==> src/rtl/fir_mac_sequencer_pkg.sv <==
// fir_ctrl_pkg: shared FSM states, reset constants and product sign-extension helper
package fir_ctrl_pkg;
  typedef enum logic [1:0] {IDLE, MAC, DONE} state_t;
  localparam int COEF_RESET = 1;
  function automatic logic signed [63:0] sext(input logic [63:0] p, input int pw);
    logic signed [63:0] t;
    t = p << (64 - pw);
    return t >>> (64 - pw);
  endfunction
endpackage

==> src/rtl/fir_mac_sequencer_if.sv <==
// fir_mac_sequencer_if: sample, output and coefficient-write signals of the FIR controller
interface fir_mac_sequencer_if #(parameter int TAPS = 4, DW = 16, CW = 16, AW = 32);
  logic in_valid;
  logic in_ready;
  logic signed [DW-1:0] xn;
  logic out_valid;
  logic signed [AW-1:0] yn;
  logic busy;
  logic coef_we;
  logic [$clog2(TAPS)-1:0] coef_addr;
  logic signed [CW-1:0] coef_data;
  logic coef_drop;
  modport master (output in_valid, xn, coef_we, coef_addr, coef_data,
                  input in_ready, out_valid, yn, busy, coef_drop);
  modport slave (input in_valid, xn, coef_we, coef_addr, coef_data,
                 output in_ready, out_valid, yn, busy, coef_drop);
endinterface

==> src/rtl/fir_mac_sequencer_mac_unit.sv <==
// fir_mac_unit: signed multiplier feeding a wrapping accumulator with clear and enable
module fir_mac_unit import fir_ctrl_pkg::*; #(parameter int DW = 16, CW = 16, AW = 32) (
  input  logic clk,
  input  logic reset_n,
  input  logic clr,
  input  logic en,
  input  logic signed [DW-1:0] a,
  input  logic signed [CW-1:0] b,
  output logic signed [AW-1:0] acc
);
  logic signed [DW+CW-1:0] prod;
  assign prod = a * b;
  // accumulate the full-width product, wrapping modulo 2^AW
  always_ff @(posedge clk or negedge reset_n)
    if (!reset_n) acc <= '0;
    else if (clr) acc <= '0;
    else if (en) acc <= acc + AW'(sext(64'(prod), DW + CW));
endmodule

==> src/rtl/fir_mac_sequencer.sv <==
// fir_mac_sequencer: time-multiplexed FIR sequencing one MAC over all taps per sample
module fir_mac_sequencer import fir_ctrl_pkg::*; #(parameter int TAPS = 4, DW = 16, CW = 16, AW = 32) (
  input logic clk,
  input logic reset_n,
  fir_mac_sequencer_if.slave bus
);
  localparam int KW = $clog2(TAPS);
  state_t state, state_nx;
  logic [KW-1:0] k;
  logic signed [DW-1:0] d [TAPS];
  logic signed [CW-1:0] c [TAPS];
  logic signed [AW-1:0] acc;
  logic hs, wr_ok, last;
  assign hs = bus.in_valid && bus.in_ready;
  assign wr_ok = bus.coef_we && (int'(bus.coef_addr) < TAPS);
  assign last = k == KW'(TAPS - 1);
  assign bus.in_ready = state == IDLE;
  assign bus.busy = state != IDLE;
  // next state: accept in IDLE, walk taps in MAC, publish in DONE
  always_comb begin
    state_nx = state;
    state_nx = state == IDLE ? (hs ? MAC : IDLE) : state == MAC ? (last ? DONE : MAC) : IDLE;
  end
  // state register
  always_ff @(posedge clk or negedge reset_n)
    if (!reset_n) state <= IDLE;
    else state <= state_nx;
  // tap counter restarts on every accepted sample
  always_ff @(posedge clk or negedge reset_n)
    if (!reset_n) k <= '0;
    else if (hs) k <= '0;
    else if (state == MAC) k <= k + KW'(1);
  // delay line shifts on acceptance; coefficient bank writable only while idle
  always_ff @(posedge clk or negedge reset_n)
    if (!reset_n) begin
      for (int i = 0; i < TAPS; i++) begin
        d[i] <= '0;
        c[i] <= CW'(COEF_RESET);
      end
    end else begin
      if (hs) begin
        d[0] <= bus.xn;
        for (int i = 1; i < TAPS; i++) d[i] <= d[i-1];
      end
      if (wr_ok && state == IDLE) c[bus.coef_addr] <= bus.coef_data;
    end
  // registered outputs: result pulse and rejected-write pulse
  always_ff @(posedge clk or negedge reset_n)
    if (!reset_n) begin
      bus.yn <= '0;
      bus.out_valid <= 1'b0;
      bus.coef_drop <= 1'b0;
    end else begin
      bus.out_valid <= state == DONE;
      if (state == DONE) bus.yn <= acc;
      bus.coef_drop <= wr_ok && state != IDLE;
    end
  fir_mac_unit #(.DW(DW), .CW(CW), .AW(AW)) u_mac (
    .clk(clk),
    .reset_n(reset_n),
    .clr(hs),
    .en(state == MAC),
    .a(d[k]),
    .b(c[k]),
    .acc(acc)
  );
endmodule

==> src/flat_wrapper.sv <==
// flat-port wrapper written by rule: the top's interface ports become plain ports
module fir_mac_sequencer_flat import fir_ctrl_pkg::*;
#(parameter int TAPS = 4, DW = 16, CW = 16, AW = 32)
  (clk, reset_n, bus_in_valid, bus_xn, bus_coef_we, bus_coef_addr, bus_coef_data, bus_in_ready, bus_out_valid, bus_yn, bus_busy, bus_coef_drop);
  fir_mac_sequencer_if #(.TAPS(TAPS), .DW(DW), .CW(CW), .AW(AW)) bus_i ();
  input logic clk;
  input logic reset_n;
  input wire logic [$bits(bus_i.in_valid)-1:0] bus_in_valid;
  input wire logic [$bits(bus_i.xn)-1:0] bus_xn;
  input wire logic [$bits(bus_i.coef_we)-1:0] bus_coef_we;
  input wire logic [$bits(bus_i.coef_addr)-1:0] bus_coef_addr;
  input wire logic [$bits(bus_i.coef_data)-1:0] bus_coef_data;
  output wire logic [$bits(bus_i.in_ready)-1:0] bus_in_ready;
  output wire logic [$bits(bus_i.out_valid)-1:0] bus_out_valid;
  output wire logic [$bits(bus_i.yn)-1:0] bus_yn;
  output wire logic [$bits(bus_i.busy)-1:0] bus_busy;
  output wire logic [$bits(bus_i.coef_drop)-1:0] bus_coef_drop;
  assign bus_i.in_valid = bus_in_valid;
  assign bus_i.xn = bus_xn;
  assign bus_i.coef_we = bus_coef_we;
  assign bus_i.coef_addr = bus_coef_addr;
  assign bus_i.coef_data = bus_coef_data;
  assign bus_in_ready = bus_i.in_ready;
  assign bus_out_valid = bus_i.out_valid;
  assign bus_yn = bus_i.yn;
  assign bus_busy = bus_i.busy;
  assign bus_coef_drop = bus_i.coef_drop;
  fir_mac_sequencer #(.TAPS(TAPS), .DW(DW), .CW(CW), .AW(AW)) u_core (.clk(clk), .reset_n(reset_n), .bus(bus_i));
endmodule
==> config.mk <==
export PLATFORM = sky130hd
export DESIGN_NAME = fir_mac_sequencer_flat
export DESIGN_NICKNAME = d
export VERILOG_FILES = /design/src/rtl/fir_mac_sequencer_pkg.sv /design/src/rtl/fir_mac_sequencer_if.sv /design/src/rtl/fir_mac_sequencer_mac_unit.sv /design/src/rtl/fir_mac_sequencer.sv /design/src/flat_wrapper.sv
export SDC_FILE = /design/constraint.sdc
export NUM_CORES = 1
export LEC_CHECK = 0
export ABC_AREA = 0
export BUFFER_PORTS_ARGS = -buffer_cell sky130_fd_sc_hd__buf_2
export CAP_MARGIN = 20
export CORE_MARGIN = 5
export CORE_UTILIZATION = 40
export DETAILED_ROUTE_END_ITERATION = 7
export MAX_ROUTING_LAYER = met4
export PLACE_DENSITY_LB_ADDON = 0.15
export SYNTH_ARGS = -nofsm -noshare
export SYNTH_HDL_FRONTEND = slang
export SYNTH_SLANG_ARGS = --single-unit
==> constraint.sdc <==
create_clock -name clk -period 11.18 [get_ports clk]
set_input_delay 2.795 -clock clk [delete_from_list [all_inputs] [get_ports clk]]
set_output_delay 2.795 -clock clk [all_outputs]
set_load 0.01 [all_outputs]
Word level (Yosys, flattened, before mapping)
Cells that the tools add are included.
- add/sub/neg operators: 2
- multipliers: 1
- magnitude comparators: 3
- eq/ne operators: 3
- mux-type cells: 17
- bitwise logic cells: 2
- reduce and logical (&&, ||, !) cells: 7
- operators with widths (cell ; number):
    $mux W16 ; 5
    $bmux W16 S2 ; 2
    $bwmux W64 ; 1
    $mux W32 ; 2
    $add A32 B32 Y32 ; 1
    $demux W16 S2 ; 1
    $mul A16 B16 Y32 ; 1
    $mux W2 ; 5
    $ge A3 B3 Y1 const B ; 2
    $not A2 Y3 ; 2
    $eq A2 B2 Y1 const B ; 2
    $logic_and A1 B1 Y1 ; 4
    $reduce_bool A2 Y1 ; 2
    $lt A3 B1 Y1 const B ; 1
    $add A2 B1 Y2 const B ; 1
    $eq A2 B1 Y1 const B ; 1
    $logic_not A2 Y1 ; 1
    $mux W1 ; 1
- register bits: 198
- bits of input ports: 38
- output and inout bits: 36
- logic and storage cells: 49

Longest topological paths before layout
Gate-level depths: netlist of the first run.
- depth after elaboration: 8
- mapped depth: 29
- gate-level depth less buffers: 25

Modules after synthesis
Synthesis of the first run repeated with hierarchy kept, for this count alone.
- cell total of the unflattened synthesis: 1705
- area, all modules: 19234.7 um2
- by module, submodules not included (module ; times used ; cells each ; area each (um2) ; sequential area each (um2)):
    fir_mac_unit ; 1 ; 1303 ; 12220.5 ; 800.8
    fir_mac_sequencer ; 1 ; 402 ; 7014.2 ; 4159.0

Worst setup path before layout of the first run
OpenSTA, ideal clock, no wires.
- path type: register -> register
- start: register u_core.k[0]
- end: register u_core.u_mac.acc[27]
- library setup time: 0.132 ns
- data arrival time: 7.130 ns
- data required time: 11.048 ns
- slack: 3.918 ns
- stages on the path, launching flop included: 29
- path buffers: 5
- period minus slack after synthesis: 7.262 ns
- cells stage by stage: dfrtp_1 buf_2 buf_2 buf_2 mux2i_1 nand2_1 o21a_1 clkbuf_1 nand2_1 inv_1 fa_1 inv_1 fa_1 inv_1 fa_1 fa_1 fa_1 inv_1 fa_1 inv_1 ha_1 clkbuf_1 a21oi_1 o21ai_0 a22oi_1 or3b_1 a21oi_1 xor2_1 o21ai_1
- longest elaborated chain between the ends: 8
- elaborated cells between the ends (all ways): 11
- classes of those cells: add/sub: 1; mul: 1; mux: 8; bitwise: 1
- ends and longest elaborated chain (what ; RTL line ; RTL):
    from (decl) ; fir_mac_sequencer.sv:9 ; logic [KW-1:0] k;
    from (signal assigned) ; fir_mac_sequencer.sv:32 ; else if (state == MAC) k <= k + KW'(1);
    $not A2 Y3 (not written as such) (*) ; fir_mac_sequencer.sv:63, fir_mac_sequencer.sv:64 ;
    $bmux W16 S2, on equally long branches ; fir_mac_sequencer.sv:63, fir_mac_sequencer.sv:64 ;
    $mux W16, on equally long branches (2 in series) ; fir_mac_sequencer.sv:63, fir_mac_sequencer.sv:64 ;
    $mul A16 B16 Y32 (*) ; fir_mac_sequencer_mac_unit.sv:12 ; assign prod = a * b;
    $add A32 B32 Y32 (*) ; fir_mac_sequencer_mac_unit.sv:17 ; else if (en) acc <= acc + AW'(sext(64'(prod), DW + CW));
    $mux W32 (*) ; fir_mac_sequencer_mac_unit.sv:17 ;
    $mux W32 (*) ; fir_mac_sequencer_mac_unit.sv:16 ; else if (clr) acc <= '0;
    to (signal assigned) ; fir_mac_sequencer_mac_unit.sv:17 ;
    to (decl) ; fir_mac_sequencer_mac_unit.sv:9 ; output logic signed [AW-1:0] acc
Mark *: on every way between the ends. The rest lies on a longest branch, timed or not. The select of a mux whose other input is x is not followed.
A chain may end at the register's enable or synchronous reset.

Worst setup path in the final report of the first run
- start: register u_core.k[0]
- end: register u_core.u_mac.acc[24]
Same word-level chain as after synthesis.

==> flow_summary.toml, run 1 <==
[outcome]
status = "finished clean"

[min_path]
whs_path_depth = 2
hold_end = "u_core.d[14]"
min_path_type = "reg2reg"
worstHoldStart = "u_core.d[14]"

[sta]
max_slew_margin_pct = 26.58
fin_setup_tns_ns = 0
tightest_slew_ns = 1.094
fin_crit_ns = 7.955
rsz0062_at_grt = "false"
finClkSkew_ns = 0.01819
setup_viol = 0
finalHoldViolations = 0
timing.fmax_mhz = 125.7
drv_slew = 0
finalCritPeriodShare_pct = 71.15
fin_ws_ns = 3.225

[grt]
grt_pass1_vias = 14280
grt_use_total_pct = 19.93
grt_max_degree = 78
antenna_found_initial = 0
grt_pass1_wl_um = 79010
gr-total-overflow = 0

[clock_network]
cts_root_buf = "clkbuf_16"
clk_pin_slew_ns = 0.09
cts_sinks = 198
cts.path.max_buffers = 2
cts_resized = 0
hold_buffers = 0
cts_buffers = 17
clk_latency_ns = 0.50
cts_tree = "yes"
h-tree-depth = 4
post_cts_buffers = 0

[final_layout]
nets = 2385
drive_gt1_share_pct = 8.888
num-fill-cells = 4660
final_common_cell = "nand2_1"
layout_common_cells = "nand2_1 (365), inv_1 (331), fa_1 (292), dfrtp_1 (192), nor2_1 (112)"
antenna_cells = 0
synthToLayoutAreaGrowth_pct = 8.749
utilization_pct = 43.66

[placement]
numPortBuffers = 73
dp_hpwl_um = 36440
dp_slack_ns = 3.305
gp_congestion = 0.8863

[routing]
drt_wl_total_um = 47460
wl_per_cell_um = 18.37
vias = 12970
first_iter_violations = 774
drc_errors = 0
avgViaCountPerCell = 5.019
dr.pass1.iters = 5
drtAntennaViolNets = 0

[critical_path]
end_kind = "register"
r2r_start = "u_core.k[0]"
critPathSlowestCell = "o21ai_1"
critPathMaxStageDelay_ns = 0.85
worstSetupStartpointType = "register"
crit_family = "adder cells"
cpMostUsedCell = "fa_1"
rr_worst_depth = 23
critPathBufInv = 5
critPathKind = "reg2reg"
crit_required_ns = 11.53
crit_fanout = 22
path_cells = "buf_4 -> mux2_2 -> o21ai_1 -> nor2_1 -> fa_1 -> inv_1 -> fa_1 -> fa_1 -> inv_1 -> fa_1 -> fa_1 -> inv_1 -> fa_1 -> inv_1 -> ha_1 -> a21oi_1 -> nor2_1 -> or3_1 -> a2bb2oi_1 -> a21bo_1 -> a311oi_2 -> xor2_1 -> o21ai_1"
r2r_slack_ns = 3.22
arrival_ns = 8.31
r2r-end = "u_core.u_mac.acc[24]"

[synthesis]
syn_inst = 1918
syn_nets = 2347
ys_ff_latch = 198
ys.flop_type = "dfrtp_1"
ys_types = 59
synth_area_per_cell_sq_um = 9.932
synth_edf_count = 0
yosysWarnings = 0
async_flop_share_pct = 100.0
synth_area_sq_um = 19050
yosysSeqAreaShare_pct = 26.04

[floorplan]
die_w_um = 228.2
rows = 80
dieArea_sq_um = 52090
start_util_pct = 40.15
io_pins = 74
die_h_um = 228.2
coreArea_sq_um = 47450

[job]
maxCapViolations = 0
state kept, by name, summed over array words and instances, names as in the netlist:
| register | count |
|---|---|
| u_core.bus.out_valid | 1 |
| u_core.c | 64 |
| u_core.k | 2 |
| u_core.bus.yn | 32 |
| u_core.state | 2 |
| u_core.bus.coef_drop | 1 |
| u_core.u_mac.acc | 32 |
| u_core.d | 64 |
layout make-up:
| class | instances | area, sq um | area share [%] |
|---|---|---|---|
| multi-input cells | 1303 | 12530 | 60.47 |
| flip-flops and latches | 198 | 4962 | 23.95 |
| inverters | 340 | 1276 | 6.161 |
| well taps | 615 | 769.5 | 3.714 |
| repair buffers | 96 | 563.0 | 2.718 |
| clock buffers | 17 | 425.4 | 2.054 |
| clock inverters | 15 | 192.7 | 0.9301 |
cell families after synthesis:
| logic type | Yosys count | synth area share, % |
|---|---|---|
| AND/OR/NAND/NOR | 571 | 12.49 |
| buffers and inverters | 417 | 8.263 |
| adder cells (fa/ha/maj) | 391 | 37.19 |
| flip-flops | 198 | 26.04 |
| AO/OA/AOI/OAI | 150 | 4.834 |
| multiplexers | 150 | 9.307 |
| XOR/XNOR | 41 | 1.885 |
Yosys cell counts, types with 7 or more instances:
cell,count,area share (%)
fa_1,292,31
a21o_1,7,0.28
nand2b_1,16,0.53
dfrtp_1,194,25
mux2_1,106,6.3
mux2_2,11,0.65
xor2_1,16,0.74
inv_1,331,6.5
mux4_2,10,1.2
o21ai_1,68,1.8
inv_2,9,0.18
nand2_1,366,7.2
nor2b_1,8,0.26
buf_2,7,0.18
ha_1,99,6.5
clkbuf_1,65,1.3
xnor2_1,25,1.1
a21oi_1,24,0.63
mux2i_1,23,1.2
nand3_1,16,0.42
o21a_1,14,0.55
and2_1,30,0.99
nor2_1,113,2.2
tightest hold or removal path: cells and delay by family (launching register included):
family | cells | cell delay, ns
DFF | 1 | 0.35
and+or+nand+nor | 2 | 0.10
layer usage:
| layer | GRT usage, % | routed length, um | part of all wire (%) | up-vias |
|---|---|---|---|---|
| met2 | 32.44 | 23270 | 49 | 272 |
| li1 | - | - | - | 5962 |
| met5 | - | 0 | 0 | - |
| met3 | 2.897 | 1943 | 4.1 | 57 |
| met4 | 5.975 | 1109 | 2.3 | 0 |
| met1 | 26.18 | 21130 | 45 | 6677 |
worst max path at each step:
stage	startpoint	to	slack (ns)	cells past startpoint
2_1_floorplan	u_core.k[0]	u_core.u_mac.acc[27]	3.92	28
3_3_place_gp	u_core.k[0]	u_core.u_mac.acc[24]	3.38	23
3_5_place_dp	u_core.k[0]	u_core.u_mac.acc[27]	3.30	23
4_1_cts	u_core.k[0]	u_core.u_mac.acc[27]	3.26	23
5_1_grt	u_core.k[0]	u_core.u_mac.acc[27]	2.82	23
6_report	u_core.k[0]	u_core.u_mac.acc[24]	3.22	23
through the flow:
stage	instance area [sq um]	hold WS (ns)	cells
2_1_floorplan	19050	0.4406	1918
3_3_place_gp	20070	0.4553	2550
3_5_place_dp	20100	0.4623	2552
4_1_cts	20720	0.4841	2584
5_1_grt	20720	0.5018	2584
6_report	20720	0.4806	2584
Power of run 1 is left out: the tool's default activity adds up to more than one toggle a clock period on the data nets, which glitch-free logic cannot reach.
==> run 2, diff against run 1 <==
ABC_AREA = 1   (was 0)
clock period = 8.31 ns   (was 11.18 ns; I/O delays follow)
==> flow_summary.toml, run 2 <==
[routing]
wl_per_cell_um = 17.82
first_iter_violations = 1053
vias = 14920
drt_wl_total_um = 53220
drc_errors = 0
avgViaCountPerCell = 4.995
drtAntennaViolNets = 0
dr.pass1.iters = 5

[final_layout]
antenna_cells = 0
final_common_cell = "nand2_1"
largest_registers = "u_core.c: 64 flops, u_core.d: 64 flops"
nets = 2739
synthToLayoutAreaGrowth_pct = 8.297
layout_common_cells = "nand2_1 (470), inv_1 (462), fa_1 (292), nor2_1 (195), dfrtp_1 (193)"
drive_gt1_share_pct = 11.28

[sta]
fin_crit_ns = 7.629
setup_viol = 0
timing.fmax_mhz = 131.1
tightest_slew_ns = 0.9631
drv_slew = 0
finalHoldViolations = 0
rsz0062_at_grt = "false"
finalCritPeriodShare_pct = 91.81
max_slew_margin_pct = 35.80
fin_setup_tns_ns = 0
finClkSkew_ns = 0.01669

[clock_network]
h-tree-depth = 4
cts_root_buf = "clkbuf_16"
cts.path.max_buffers = 2
cts_buffers = 17
cts_tree = "yes"
hold_buffers = 0
cts_resized = 0
clk_pin_slew_ns = 0.08
post_cts_buffers = 0
cts_sinks = 198
clk_latency_ns = 0.50

[critical_path]
worstSetupStartpointType = "register"
critPathKind = "reg2reg"
critPathBufInv = 8
cpMostUsedCell = "fa_1"
critPathSlowestCell = "inv_2"
crit_family = "adder cells"
critPathMaxStageDelay_ns = 0.60
crit_fanout = 34
end_kind = "register"
arrival_ns = 7.99
crit_required_ns = 8.67

[synthesis]
yosys-top-cells-area = "fa_1 (29%), dfrtp_1 (24%), nand2_1 (8.9%)"
yosysSeqAreaShare_pct = 25.01
yosys-top-cells-count = "nand2_1 (472), inv_1 (462), fa_1 (292), nor2_1 (195), dfrtp_1 (194)"
async_flop_share_pct = 100.0
syn_nets = 2692
post-synth-top-count-cell = "nand2_1"
yosysTopAreaCellShare_pct = 29.48
ys_types = 46
ys_ff_latch = 198
synth_edf_count = 0
synth_area_leader_cell = "fa_1"
synth_area_sq_um = 19830
yosysWarnings = 0
synth_area_per_cell_sq_um = 8.762
ys.flop_type = "dfrtp_1"
syn_inst = 2263

[placement]
gp_congestion = 0.9273
dp_hpwl_um = 42660
numPortBuffers = 73

[grt]
grt_use_total_pct = 21.49
grt_pass1_vias = 15830
grt_max_degree = 93
antenna_found_initial = 0
gr-total-overflow = 0
grt_pass1_wl_um = 86920

[floorplan]
die_h_um = 232.7
coreArea_sq_um = 48950
start_util_pct = 40.51
dieArea_sq_um = 54130
die_w_um = 232.7
io_pins = 74
rows = 81

[job]
maxCapViolations = 0

[outcome]
status = "finished clean"

[min_path]
min_path_type = "reg2reg"
run 2: changes by cell type after synthesis, moves of 58 or more:
cell and delta:
o21ai_0 +148, inv_1 +131, mux2_1 -106, nand2_1 +106
nor2_1 +82, a21oi_1 +65, o21ai_1 -58
run 2: final timing paths:
check | startpoint | end | slack (ns) | depth (start not counted)
worst max-delay path | u_core.k[1] | u_core.u_mac.acc[20] | 0.68 | 26
min in group asynchronous | reset_n | u_core.c[34] | 1.51 | 1
worst min-delay path | u_core.bus.yn[27] | u_core.bus.yn[27] | 0.48 | 2
max in group asynchronous | reset_n | u_core.bus.yn[2] | 5.42 | 2
worst max register to register | u_core.k[1] | u_core.u_mac.acc[20] | 0.68 | 26
worst min register to register | u_core.bus.yn[27] | u_core.bus.yn[27] | 0.48 | 2
run 2: routing by layer:
layer / up-vias / GRT usage [%] / wire, um
met1: 7572 / 27.45 / 23120
li1: 6953 / - / -
met5: - / - / 0
met4: 0 / 5.464 / 1076
met2: 339 / 35.09 / 26110
met3: 52 / 4.710 / 2915
run 2: logic make-up (layout without fill, tap and decap cells):
logic type / count (synthesis) / in the layout / synth area share (%)
compound gates: 305 / 305 / 9.938
xor+xnor: 4 / 4 / 0.1767
fa+ha+maj: 391 / 391 / 35.73
buf+inv: 562 / 621 / 11.70
flops: 198 / 198 / 25.01
mux: 30 / 30 / 1.704
simple gates: 773 / 773 / 15.74
run 2: layout make-up:
cell class | count | area (sq um)
Tap cell | 664 | 830.8
Timing Repair Buffer | 100 | 636.9
Clock inverter | 12 | 183.9
Fill cell | 4852 | 27480
Inverter | 490 | 1859
Clock buffer | 19 | 442.9
Multi-Input combinational cell | 1503 | 12560
Sequential cell | 198 | 4961
run 2: per-stage QoR:
stage / hold WS (ns) / setup WS, ns / utilization [%] / instance area [sq um] / instances
global placement: 0.4616 / 0.8484 / 42.42 / 20760 / 2952
finish: 0.4779 / 0.6810 / 43.87 / 21470 / 2986
global route: 0.4967 / 0.2516 / 43.87 / 21470 / 2986
CTS: 0.4803 / 0.7675 / 43.70 / 21390 / 2983
floorplan: 0.4529 / 2.292 / - / 19830 / 2263
detailed placement: 0.4593 / 0.7999 / 42.42 / 20760 / 2952
run 2: worst register-to-register path: stages, from the launching register on:
cell and delay [ns]:
dfrtp_1 0.44, inv_2 0.60, buf_4 0.54, a21oi_1 0.12
a32oi_2 0.56, inv_2 0.28, nor2_1 0.18, fa_1 0.42
inv_1 0.08, fa_1 0.43, fa_1 0.41, inv_1 0.09
fa_1 0.44, fa_1 0.54, inv_1 0.05, fa_1 0.47
inv_1 0.04, ha_1 0.38, nand2_1 0.17, nor2_1 0.18
inv_1 0.09, nor2_1 0.26, nand4_1 0.20, nand3_1 0.17
a21oi_1 0.07, o21ai_0 0.13, o21ai_0 0.15
Power of run 2 is left out for the same reason.
